### src/rtl/hdlc_pkg.sv
// Shared HDLC definitions: framer states, line patterns and the serial CRC-16 step.
package hdlc_pkg;

  typedef enum logic [2:0] {
    IDLE,
    START_FLAG,
    DATA,
    FCS,
    END_FLAG,
    ABORT,
    GAP
  } txState_t;

  localparam logic [7:0]  FLAG          = 8'h7E;
  localparam logic [7:0]  ABORT_PAT     = 8'hFE;
  localparam logic [15:0] CRC_POLY_REFL = 16'hA001;
  localparam logic [15:0] CRC_INIT      = 16'h0000;
  localparam logic [2:0]  STUFF_LIMIT   = 3'd5;

  // One bit of the reflected CRC-16 (x^16+x^15+x^2+1), LSB-first data.
  function automatic logic [15:0] crcStep(input logic [15:0] crcIn, input logic dataBit);
    logic fb;
    fb = crcIn[0] ^ dataBit;
    return (crcIn >> 1) ^ (fb ? CRC_POLY_REFL : 16'h0000);
  endfunction

endpackage

### src/rtl/hdlc_tx_fcs.sv
// Serial CRC-16 accumulator; also used by the receive-side FCS checker.
module hdlc_tx_fcs
  import hdlc_pkg::*;
(
  input  logic        Clk,
  input  logic        Rst,
  input  logic        init,
  input  logic        enable,
  input  logic        dataBit,
  output logic [15:0] crc
);

  always_ff @(posedge Clk or negedge Rst) begin
    if (!Rst) begin
      crc <= CRC_INIT;
    end else if (init) begin
      crc <= CRC_INIT;
    end else if (enable) begin
      crc <= crcStep(crc, dataBit);
    end
  end

endmodule

### src/rtl/hdlc_tx_framer.sv
// HDLC transmit framer: opening flag, zero-stuffed data, CRC-16 FCS, closing flag,
// plus abort pattern generation and a minimum idle gap between frames.
//
// state      | meaning
// IDLE       | line idle (1s), waiting for Tx_Enable with data available
// START_FLAG | sending opening 7E
// DATA       | shifting buffer bytes LSB-first with zero insertion
// FCS        | sending the frozen CRC-16 LSB-first with zero insertion
// END_FLAG   | sending closing 7E
// ABORT      | sending the FE abort pattern
// GAP        | enforced idle 1s before the next frame may start
module hdlc_tx_framer
  import hdlc_pkg::*;
#(
  parameter bit FCS_EN        = 1'b1,
  parameter int MIN_IDLE_BITS = 8
) (
  input  logic       Clk,
  input  logic       Rst,
  input  logic       Tx_Enable,
  input  logic       Tx_AbortFrame,
  input  logic       Tx_DataAvail,
  input  logic [7:0] Tx_Data,
  output logic       Tx_RdBuff,
  output logic       Tx,
  output logic       Tx_ValidFrame,
  output logic       Tx_AbortedTrans,
  output logic       Tx_Done
);

  localparam int GAP_W = (MIN_IDLE_BITS > 1) ? $clog2(MIN_IDLE_BITS) : 1;
  typedef logic [GAP_W-1:0] gapCnt_t;
  localparam gapCnt_t GAP_LOAD = gapCnt_t'(MIN_IDLE_BITS - 1);

  txState_t    state, stateN;
  logic [3:0]  bitCnt, bitN;
  logic        stuffBit, stuffN;
  logic [2:0]  onesCnt, onesN, onesBase;
  logic [7:0]  dataReg, dataN;
  gapCnt_t     gapCnt, gapN;
  logic        txN;
  logic        inFrame, abortReq, curBit, crcEn, crcInit;
  logic [15:0] crc, crcAfter;

  hdlc_tx_fcs uFcs (
    .Clk     (Clk),
    .Rst     (Rst),
    .init    (crcInit),
    .enable  (crcEn),
    .dataBit (curBit),
    .crc     (crc)
  );

  assign inFrame  = (state inside {START_FLAG, DATA, FCS, END_FLAG});
  assign abortReq = inFrame && Tx_AbortFrame;
  assign curBit   = dataReg[bitCnt[2:0]];
  assign crcEn    = (state == DATA) && !stuffBit;
  // The first FCS bit leaves on the same edge that folds in the last data bit.
  assign crcAfter = crcEn ? crcStep(crc, curBit) : crc;

  assign Tx_RdBuff = !abortReq && !stuffBit && (bitCnt == 4'd7) &&
                     ((state == START_FLAG) || ((state == DATA) && Tx_DataAvail));

  // The bit pointer advances before a stuffed zero; the stuffed cycle then
  // holds the pointer and the following cycle emits the bit it points at.
  always_comb begin
    stateN  = state;
    bitN    = bitCnt;
    dataN   = dataReg;
    gapN    = gapCnt;
    crcInit = 1'b0;
    if (abortReq) begin
      stateN = ABORT;
      bitN   = 4'd0;
    end else if (!stuffBit) begin
      case (state)
        IDLE: begin
          if (Tx_Enable && Tx_DataAvail) begin
            stateN  = START_FLAG;
            bitN    = 4'd0;
            crcInit = 1'b1;
          end
        end
        START_FLAG: begin
          if (bitCnt == 4'd7) begin
            stateN = DATA;
            bitN   = 4'd0;
            dataN  = Tx_Data;
          end else begin
            bitN = bitCnt + 4'd1;
          end
        end
        DATA: begin
          if (bitCnt == 4'd7) begin
            bitN = 4'd0;
            if (Tx_RdBuff) dataN = Tx_Data;
            else           stateN = FCS_EN ? FCS : END_FLAG;
          end else begin
            bitN = bitCnt + 4'd1;
          end
        end
        FCS: begin
          if (bitCnt == 4'd15) begin
            stateN = END_FLAG;
            bitN   = 4'd0;
          end else begin
            bitN = bitCnt + 4'd1;
          end
        end
        END_FLAG, ABORT: begin
          if (bitCnt == 4'd7) begin
            stateN = GAP;
            bitN   = 4'd0;
            gapN   = GAP_LOAD;
          end else begin
            bitN = bitCnt + 4'd1;
          end
        end
        GAP: begin
          if (gapCnt == gapCnt_t'(0)) stateN = IDLE;
          else                        gapN = gapCnt - gapCnt_t'(1);
        end
        default: stateN = IDLE;
      endcase
    end

    stuffN = !stuffBit && !abortReq && (state inside {DATA, FCS}) && (onesCnt == STUFF_LIMIT);

    txN = 1'b1;
    if (stuffN) begin
      txN = 1'b0;
    end else begin
      case (stateN)
        START_FLAG, END_FLAG: txN = FLAG[bitN[2:0]];
        DATA:                 txN = dataN[bitN[2:0]];
        FCS:                  txN = crcAfter[bitN];
        ABORT:                txN = ABORT_PAT[bitN[2:0]];
        default:              txN = 1'b1;
      endcase
    end

    onesBase = (state inside {DATA, FCS}) ? onesCnt : 3'd0;
    onesN    = ((stateN inside {DATA, FCS}) && txN) ? onesBase + 3'd1 : 3'd0;
  end

  always_ff @(posedge Clk or negedge Rst) begin
    if (!Rst) begin
      state           <= IDLE;
      bitCnt          <= 4'd0;
      stuffBit        <= 1'b0;
      onesCnt         <= 3'd0;
      dataReg         <= 8'h00;
      gapCnt          <= gapCnt_t'(0);
      Tx              <= 1'b1;
      Tx_ValidFrame   <= 1'b0;
      Tx_AbortedTrans <= 1'b0;
      Tx_Done         <= 1'b0;
    end else begin
      state           <= stateN;
      bitCnt          <= bitN;
      stuffBit        <= stuffN;
      onesCnt         <= onesN;
      dataReg         <= dataN;
      gapCnt          <= gapN;
      Tx              <= txN;
      Tx_ValidFrame   <= (stateN inside {START_FLAG, DATA, FCS, END_FLAG});
      Tx_AbortedTrans <= abortReq;
      Tx_Done         <= (state == END_FLAG) && (stateN == GAP);
    end
  end

endmodule

### config.mk
export PLATFORM = sky130hd
export DESIGN_NAME = hdlc_tx_framer
export DESIGN_NICKNAME = d
export VERILOG_FILES = /design/src/rtl/hdlc_pkg.sv /design/src/rtl/hdlc_tx_fcs.sv /design/src/rtl/hdlc_tx_framer.sv
export SDC_FILE = /design/constraint.sdc
export NUM_CORES = 1
export LEC_CHECK = 0
export CAP_MARGIN = 20
export CORE_UTILIZATION = 55
export CTS_CLUSTER_DIAMETER = 80
export DETAILED_ROUTE_END_ITERATION = 7
export GPL_TIMING_DRIVEN = 0
export HOLD_SLACK_MARGIN = 0.08
export PLACE_DENSITY = 0.82
export SLEW_MARGIN = 30
export SYNTH_ARGS = -nofsm -noshare
export SYNTH_HDL_FRONTEND = slang
export SYNTH_SLANG_ARGS = --single-unit
### constraint.sdc
create_clock -name Clk -period 4.83 [get_ports Clk]
set_clock_uncertainty 0.05 [all_clocks]
set_input_delay 0.966 -clock Clk [delete_from_list [all_inputs] [get_ports Clk]]
set_output_delay 0.966 -clock Clk [all_outputs]
set_load 0.005 [all_outputs]
## Word level (Yosys, flattened, before mapping)

Memory sizes are Yosys's and may differ from the RTL's.
Cells that the tools add are included.

| cells by class | value |
|---|---|
| $add $sub $neg | 3 |
| $lt $le $gt $ge | 3 |
| equality and inequality tests | 17 |
| multiplexer cells | 44 |
| bitwise gates (word level) | 4 |
| reduce and logical (&&, ||, !) cells | 25 |

Operators by type and width:

| operator | number |
|---|---|
| two-way mux 16 bit | 3 |
| two-way mux 8 bit | 5 |
| two-way mux 3 bit | 13 |
| equality test 3 bit, second input constant | 7 |
| two-way mux 4 bit | 5 |
| one-hot mux 3 bit (6 select lines) | 1 |
| one-hot mux 8 bit (2 select lines) | 1 |
| XOR 15 x 16 -> 16 bit | 1 |
| equality test 3 x 2 -> 1 bit, second input constant | 4 |
| one-hot mux 4 bit (3 select lines) | 1 |
| logical AND 1 bit | 11 |
| two-way mux 1 bit | 10 |
| < comparator 3 x 4 -> 1 bit, second input constant | 2 |
| nonzero test 4 bit | 2 |
| binary-select mux 1 bit (select 3 bit) | 2 |
| equality test 3 x 1 -> 1 bit, second input constant | 2 |
| logical NOT 3 bit | 2 |
| one-hot mux 3 bit (2 select lines) | 1 |
| nonzero test 2 bit | 3 |
| < comparator 4 x 5 -> 1 bit, second input constant | 1 |
| AND reduction 5 bit | 1 |
| adder 4 x 1 -> 4 bit, second input constant | 1 |
| binary-select mux 1 bit (select 4 bit) | 1 |
| equality test 4 x 3 -> 1 bit, second input constant | 1 |
| other kinds (11) | 15 |

| word-level totals | value |
|---|---|
| register bits after elaboration | 42 |
| memory bits (read-only) | 16 |
| input port bits | 13 |
| logic and storage cells | 109 |
| memories kept | 2 |

Memories:

| memory | depth | bits a word | rd ports | clocked after Yosys merged registers in | wr ports | line | RTL |
|---|---|---|---|---|---|---|---|
| (no name shown) | 8 | 1 | 1 | 0 | 0 | hdlc_tx_framer.sv:137 | `ABORT: txN = ABORT_PAT[bitN[2:0]];` |
| (no name shown) | 8 | 1 | 1 | 0 | 0 | hdlc_tx_framer.sv:134 | `START_FLAG, END_FLAG: txN = FLAG[bitN[2:0]];` |

## Longest topological paths before layout

| depth | value |
|---|---|
| depth in word-level cells | 18 |
| mapped depth | 11 |

## Cells and area by module

A second synthesis with hierarchy kept.

| unflattened totals | value |
|---|---|
| cells, all modules | 298 |
| area total of the unflattened synthesis | 2781.4 um2 |

By module, submodules not included:

| module | instances | cells each | area an instance (um2) | seq. area each (um2) |
|---|---|---|---|---|
| hdlc_tx_framer | 1 | 239 | 2084.5 | 651.9 |
| hdlc_tx_fcs | 1 | 59 | 696.9 | 400.4 |

## Least setup slack after synthesis

No wires, ideal clock.

| timing | value |
|---|---|
| kind | input -> register |
| from | in Tx_Enable |
| to | reg onesCnt[0] |
| library setup time | 0.087 ns |
| data arrival time | 2.793 ns |
| setup slack | 1.900 ns |
| cell stages on the path | 8 |
| path through | a2111oi_2 -> nand2b_1 -> a32o_2 -> nand2_2 -> or4_1 -> nand4_1 -> a31oi_1 -> a211oi_2 |

| between the ends | value |
|---|---|
| cells in the longest elaborated chain, start to end | 11 |

RTL lines:

| element | line | RTL |
|---|---|---|
| start, declared | hdlc_tx_framer.sv:20 | `input logic Tx_Enable,` |
| logical AND 1 bit (*) | hdlc_tx_framer.sv:78 | `if (Tx_Enable && Tx_DataAvail) begin` |
| two-way mux 4 bit or two-way mux 3 bit (tied branches) | hdlc_tx_framer.sv:78 |  |
| one-hot mux 4 bit (3 select lines) or one-hot mux 3 bit (6 select lines) (tied branches) | hdlc_tx_framer.sv:76 | `case (state)` |
| two-way mux 4 bit or two-way mux 3 bit (tied branches) | hdlc_tx_framer.sv:75 | `end else if (!stuffBit) begin` |
| two-way mux 4 bit or two-way mux 3 bit (tied branches) | hdlc_tx_framer.sv:72 | `if (abortReq) begin` |
| memory (8 x 1 bit) (tied with other cells) | n/a |  |
| two-way mux 1 bit (not written as such) (tied with other cells) | hdlc_tx_framer.sv:137 |  |
| one-hot mux 1 bit (4 select lines) | hdlc_tx_framer.sv:133 | `case (stateN)` |
| two-way mux 1 bit | hdlc_tx_framer.sv:130 | `if (stuffN) begin` |
| logical AND 1 bit (*) | hdlc_tx_framer.sv:143 | `onesN = ((stateN inside {DATA, FCS}) && txN) ? onesBase + 3'd1 : 3'd0;` |
| two-way mux 3 bit (*) | hdlc_tx_framer.sv:143 |  |
| named net onesN[0] | hdlc_tx_framer.sv:38 | `logic [2:0] onesCnt, onesN, onesBase;` |
| end signal, assigned | hdlc_tx_framer.sv:162 | `onesCnt <= onesN;` |
| end, declared | hdlc_tx_framer.sv:38 |  |

Mark *: on every way through the listed nets, which the timed path passes. The rest lies on a longest branch. The select of a mux whose other input is x is not followed.
A chain may end at the register's enable or synchronous reset.

## Worst setup path after layout

| timing | value |
|---|---|
| from | in Tx_AbortFrame |
| to | out Tx_RdBuff |

| between the ends | value |
|---|---|
| cells in the longest elaborated chain, start to end | 5 |

RTL lines:

| element | line | RTL |
|---|---|---|
| start, declared | hdlc_tx_framer.sv:21 | `input logic Tx_AbortFrame,` |
| logical AND 1 bit | hdlc_tx_framer.sv:55 | `assign abortReq = inFrame && Tx_AbortFrame;` |
| logical NOT 1 bit | hdlc_tx_framer.sv:61 | `assign Tx_RdBuff = !abortReq && !stuffBit && (bitCnt == 4'd7) &&` |
| logical AND 1 bit (3 in series) | hdlc_tx_framer.sv:61 |  |
| end, declared | hdlc_tx_framer.sv:24 | `output logic Tx_RdBuff,` |

No other way between the ends.

==> results.txt <==
----------------------------------------------------
[Synth]
  Fraction of synthesized cell area in xor and xnor cells ... ~2.3%
  Combined area of all synthesized cells ... between 2000 and 3000 um^2
  Synth cell count leaders ... 41 x dfrtp_1, 24 x nor2_1, 22 x nand2_1
  Synthesized-area fraction occupied by ao, oa, aoi and oai cells ... approximately 20%
  Number of flops mapped to enable cells by yosys ... 0
  Syn Inst Count ... 283
  Fraction of post-synthesis cell area in the top cell type by area ... 37.9%
  Combinational family with the most area after synthesis ... simple AND/OR/NAND/NOR gates
  Area share of fa/ha/maj cells after synthesis ... 1.85%
  Multiplexer share of the synthesized area ... 7.85%
  Mean cell area of the mapped netlist ... between 9 and 10 um^2
  Fraction of the yosys area taken by sequential cells ... 38.8%
  Synth Net Count ... 300
  Library cell with the largest summed area after synthesis ... dfrtp_1
  Main synth FF type ... dfrtp_1
  Distinct cell type count of the synthesized netlist ... 74
  Total of flip-flops plus latches after synthesis ... 42
  Proportion of synthesized flip-flops having asynchronous set or reset ... 100%
  Yosys warning count ... 0
  Most common cell in the netlist ... dfrtp_1
  Simple-Gate Fraction of Synth Area ... a little under a quarter
  Cells taking the most area after synthesis ... dfrtp_1 38%, mux2i_1 3.7%, a21oi_1 3.3%

[Cells and area]
  Fillcell total ... a little under 400
  NumNets Final ... 325
  Share of cells above drive strength 1 ... 14.2%
  Register Area ... 1050 um^2
  Antenna diodes ... 0
  Area Growth Syn to Fin ... 13.6%
  Multi-input logic area ... 1520 um^2

[Global routing]
  Residual overflow from global routing ... 0
  Maximum number of pins on one net before global-route repair ... 24
  Number of antenna violations at the first check in global routing ... 0
  Number of global-route vias before repair ... about 2200
  Total GRT Usage ... 26.6%
  First-pass GRT wire length ... 10500 um

[Floorplanning]
  Total core area ... approximately 4700 um^2
  Total number of placement rows ... 25
  I/O pin count ... 18
  Height of the chip ... slightly above 70 um
  Initial core utilization ... 57.4%
  Width of the die ... 72.2 um
  Full die area ... 5210 um^2

[Hold path]
  Class of the tightest hold or removal check ... reg -> reg

[Clock network]
  # Post-CTS Setup Buffers ... 0
  Clk_lat worst skew ... 0.29 ns
  Clock tree root buffer cell ... clkbuf_8
  Clock tree from TritonCTS ... built
  Clock buffer depth ... 2
  Clock sink count ... 42
  Clk slew on worst S/H paths ... 0.07 ns
  CTS resizes ... 0
  Number of buffers inserted during clock tree synthesis ... 5
  H-tree depth ... 2
  Post-cts hold buffer count ... 0

[Timing]
  Tightest Pin Transition ... 0.611 ns
  Fin Setup TNS ... 0 ns
  RSZ-0062 raised after global routing ... no
  Tmin final ... 3.57 ns
  Number of endpoints failing setup at the final stage ... 0
  Final Slew Violations ... 0
  Final setup slack of the worst path ... approximately 1.3 ns
  Final period utilization ... 73.8%
  Hold Vio Cnt, Final ... 0
  Fmax ... about 280 MHz
  Headroom to the max-slew limit ... 59.1%

[Route]
  Average routed wire per standard cell ... ~17 um
  Length of the first detailed-routing pass in iterations ... 5
  Final antenna-violating net count ... 0
  Post-detailed-route via-to-cell ratio ... 6.21
  Detailed Route Iter0 Violations ... 249
  Final WL ... between 6000 and 7000 um
  Drt drc ... 0
  Detailed-route via count ... 2335

[Flow run]
  Max Cap Viol ... 0

[Placed design]
  Estimated wirelength of the detail-placed design ... about 4700 um
  Pre-CTS worst setup slack ... 1.09 ns
  I/O Buffers ... 17
  Gpl congestion ... roughly 0.87

[Worst setup path]
  Cells traversed along the worst timing path ... clkdlybuf4s50_1 -> nor3_1 -> o211a_1 -> buf_4 -> clkdlybuf4s50_1
  Critical path fanouts, max ... 9
  Most used cell along the critical path ... clkdlybuf4s50_1
  Type of the setup path with the least slack ... in -> out
  Slowest cell on crit path ... clkdlybuf4s50_1
  Type of origin of the critical path ... input pin
  Data arrival time of the critical path ... 2.55 ns
  Required time of the worst setup path ... between 3 and 4 ns
  Delay of the slowest critical-path stage ... 0.51 ns
  Worst Setup End Kind ... primary output

[Pwr]
  Clock network fraction of total power ... 11.8%
  Power density over the cells ... 636 nW/um^2
  Fraction of power spent switching nets ... between 40 and 50%
  Cell leakage power ... 1.41 nW
  Combinational share of power ... 59.2%
  Part of the total power dissipated in sequential elements ... between 20% and 30%
  Maximum vdd drop ... 0.307 mV
  Net load switching power ... around 0.9 mW
  Internal power ... 1.08 mW

[Outcome]
  Run status ... finished clean

----------------------------------------------------
placed cells by master (no fill, tap or decap), types with 3 or more instances in the layout:
cell type	count
nand2_1	22
o2111ai_1	4
nor2b_1	5
dfrtp_1	41
a211oi_2	4
nand2b_1	3
clkbuf_1	4
clkbuf_8	6
and3_1	5
or3_1	5
inv_1	12
nand3_1	8
clkdlybuf4s50_1	16
nand4_1	5
nor3_1	5
and2_1	8
buf_2	9
a31oi_1	7
and3b_1	3
o21ai_0	7
mux2_2	3
mux2_1	5
ha_1	4
mux2i_1	10
nor2_1	24
o21a_1	3
xnor2_1	6
a21oi_1	18
per-stage QoR:
step	hold WS [ns]	total power [mW]	utilization (%)	cells	instance area (um^2)
floorplan	0.418	1.42	-	283	2710
finish	0.461	1.96	65.1	376	3080
global route	0.475	2.10	65.1	376	3080
CTS	0.462	1.94	65.1	376	3080
detailed placement	0.443	1.71	63.2	368	2990
global placement	0.438	1.67	62.7	367	2960
power by group through the flow:
stage	Combinational [mW]	Sequential (mW)	Clock, mW
detailed placement	1.14	0.574	0
CTS	1.14	0.567	0.235
global placement	1.10	0.567	0
floorplan	0.869	0.552	0
finish	1.16	0.568	0.231
global route	1.27	0.583	0.251
path summary, 6_finish.rpt:
kind | from | to | slack [ns] | depth (start not counted)
max | Tx_AbortFrame | Tx_RdBuff | 1.26 | 5
min in group asynchronous | Rst | gapCnt[2] | 0.60 | 1
min reg2reg | dataReg[7] | dataReg[7] | 0.46 | 1
max in group asynchronous | Rst | bitCnt[1] | 3.64 | 2
max reg2reg | bitCnt[1] | onesCnt[1] | 1.58 | 10
min | dataReg[7] | dataReg[7] | 0.46 | 1
layer usage:
| metal | GRT usage (%) | part of all wire (%) | vias up |
|---|---|---|---|
| met3 | 4.86 | 5.3 | 11 |
| met5 | 0 | 0 | - |
| met4 | 12.4 | 1.9 | 0 |
| li1 | - | - | 1094 |
| met1 | 36.1 | 45 | 1140 |
| met2 | 41.4 | 48 | 90 |
logic make-up after synthesis:
logic type	count (synthesis)
AOI/OAI and AO/OA	70
buffers and inverters	28
xor gates and xnor gates	7
and+or+nand+nor	113
muxes	19
DFF	42
adders and majority gates	4
registers in the layout, summed over array words and instances, names as in the netlist:
register         cells
gapCnt               3
state                3
onesCnt              3
Tx_ValidFrame        1
stuffBit             1
Tx                   1
Tx_Done              1
dataReg              8
bitCnt               4
uFcs.crc            16
Tx_AbortedTrans      1
area by class of cell:
cell class              count  area share [%]
clock buffers               7            2.81
clock inverters             1           0.163
plain buffers              15            2.89
well taps                  67            2.72
multi-input cells         213            49.4
repair buffers             18            6.26
flip-flops and latches     42            34.2
inverters                  13            1.59
critical path: cells and delay by family:
| kind | cells | cell delay (ns) |
|---|---|---|
| compound gates | 1 | 0.18 |
| buf+inv | 3 | 1.17 |
| simple gates | 1 | 0.22 |
(Power assumes the default switching activity.)
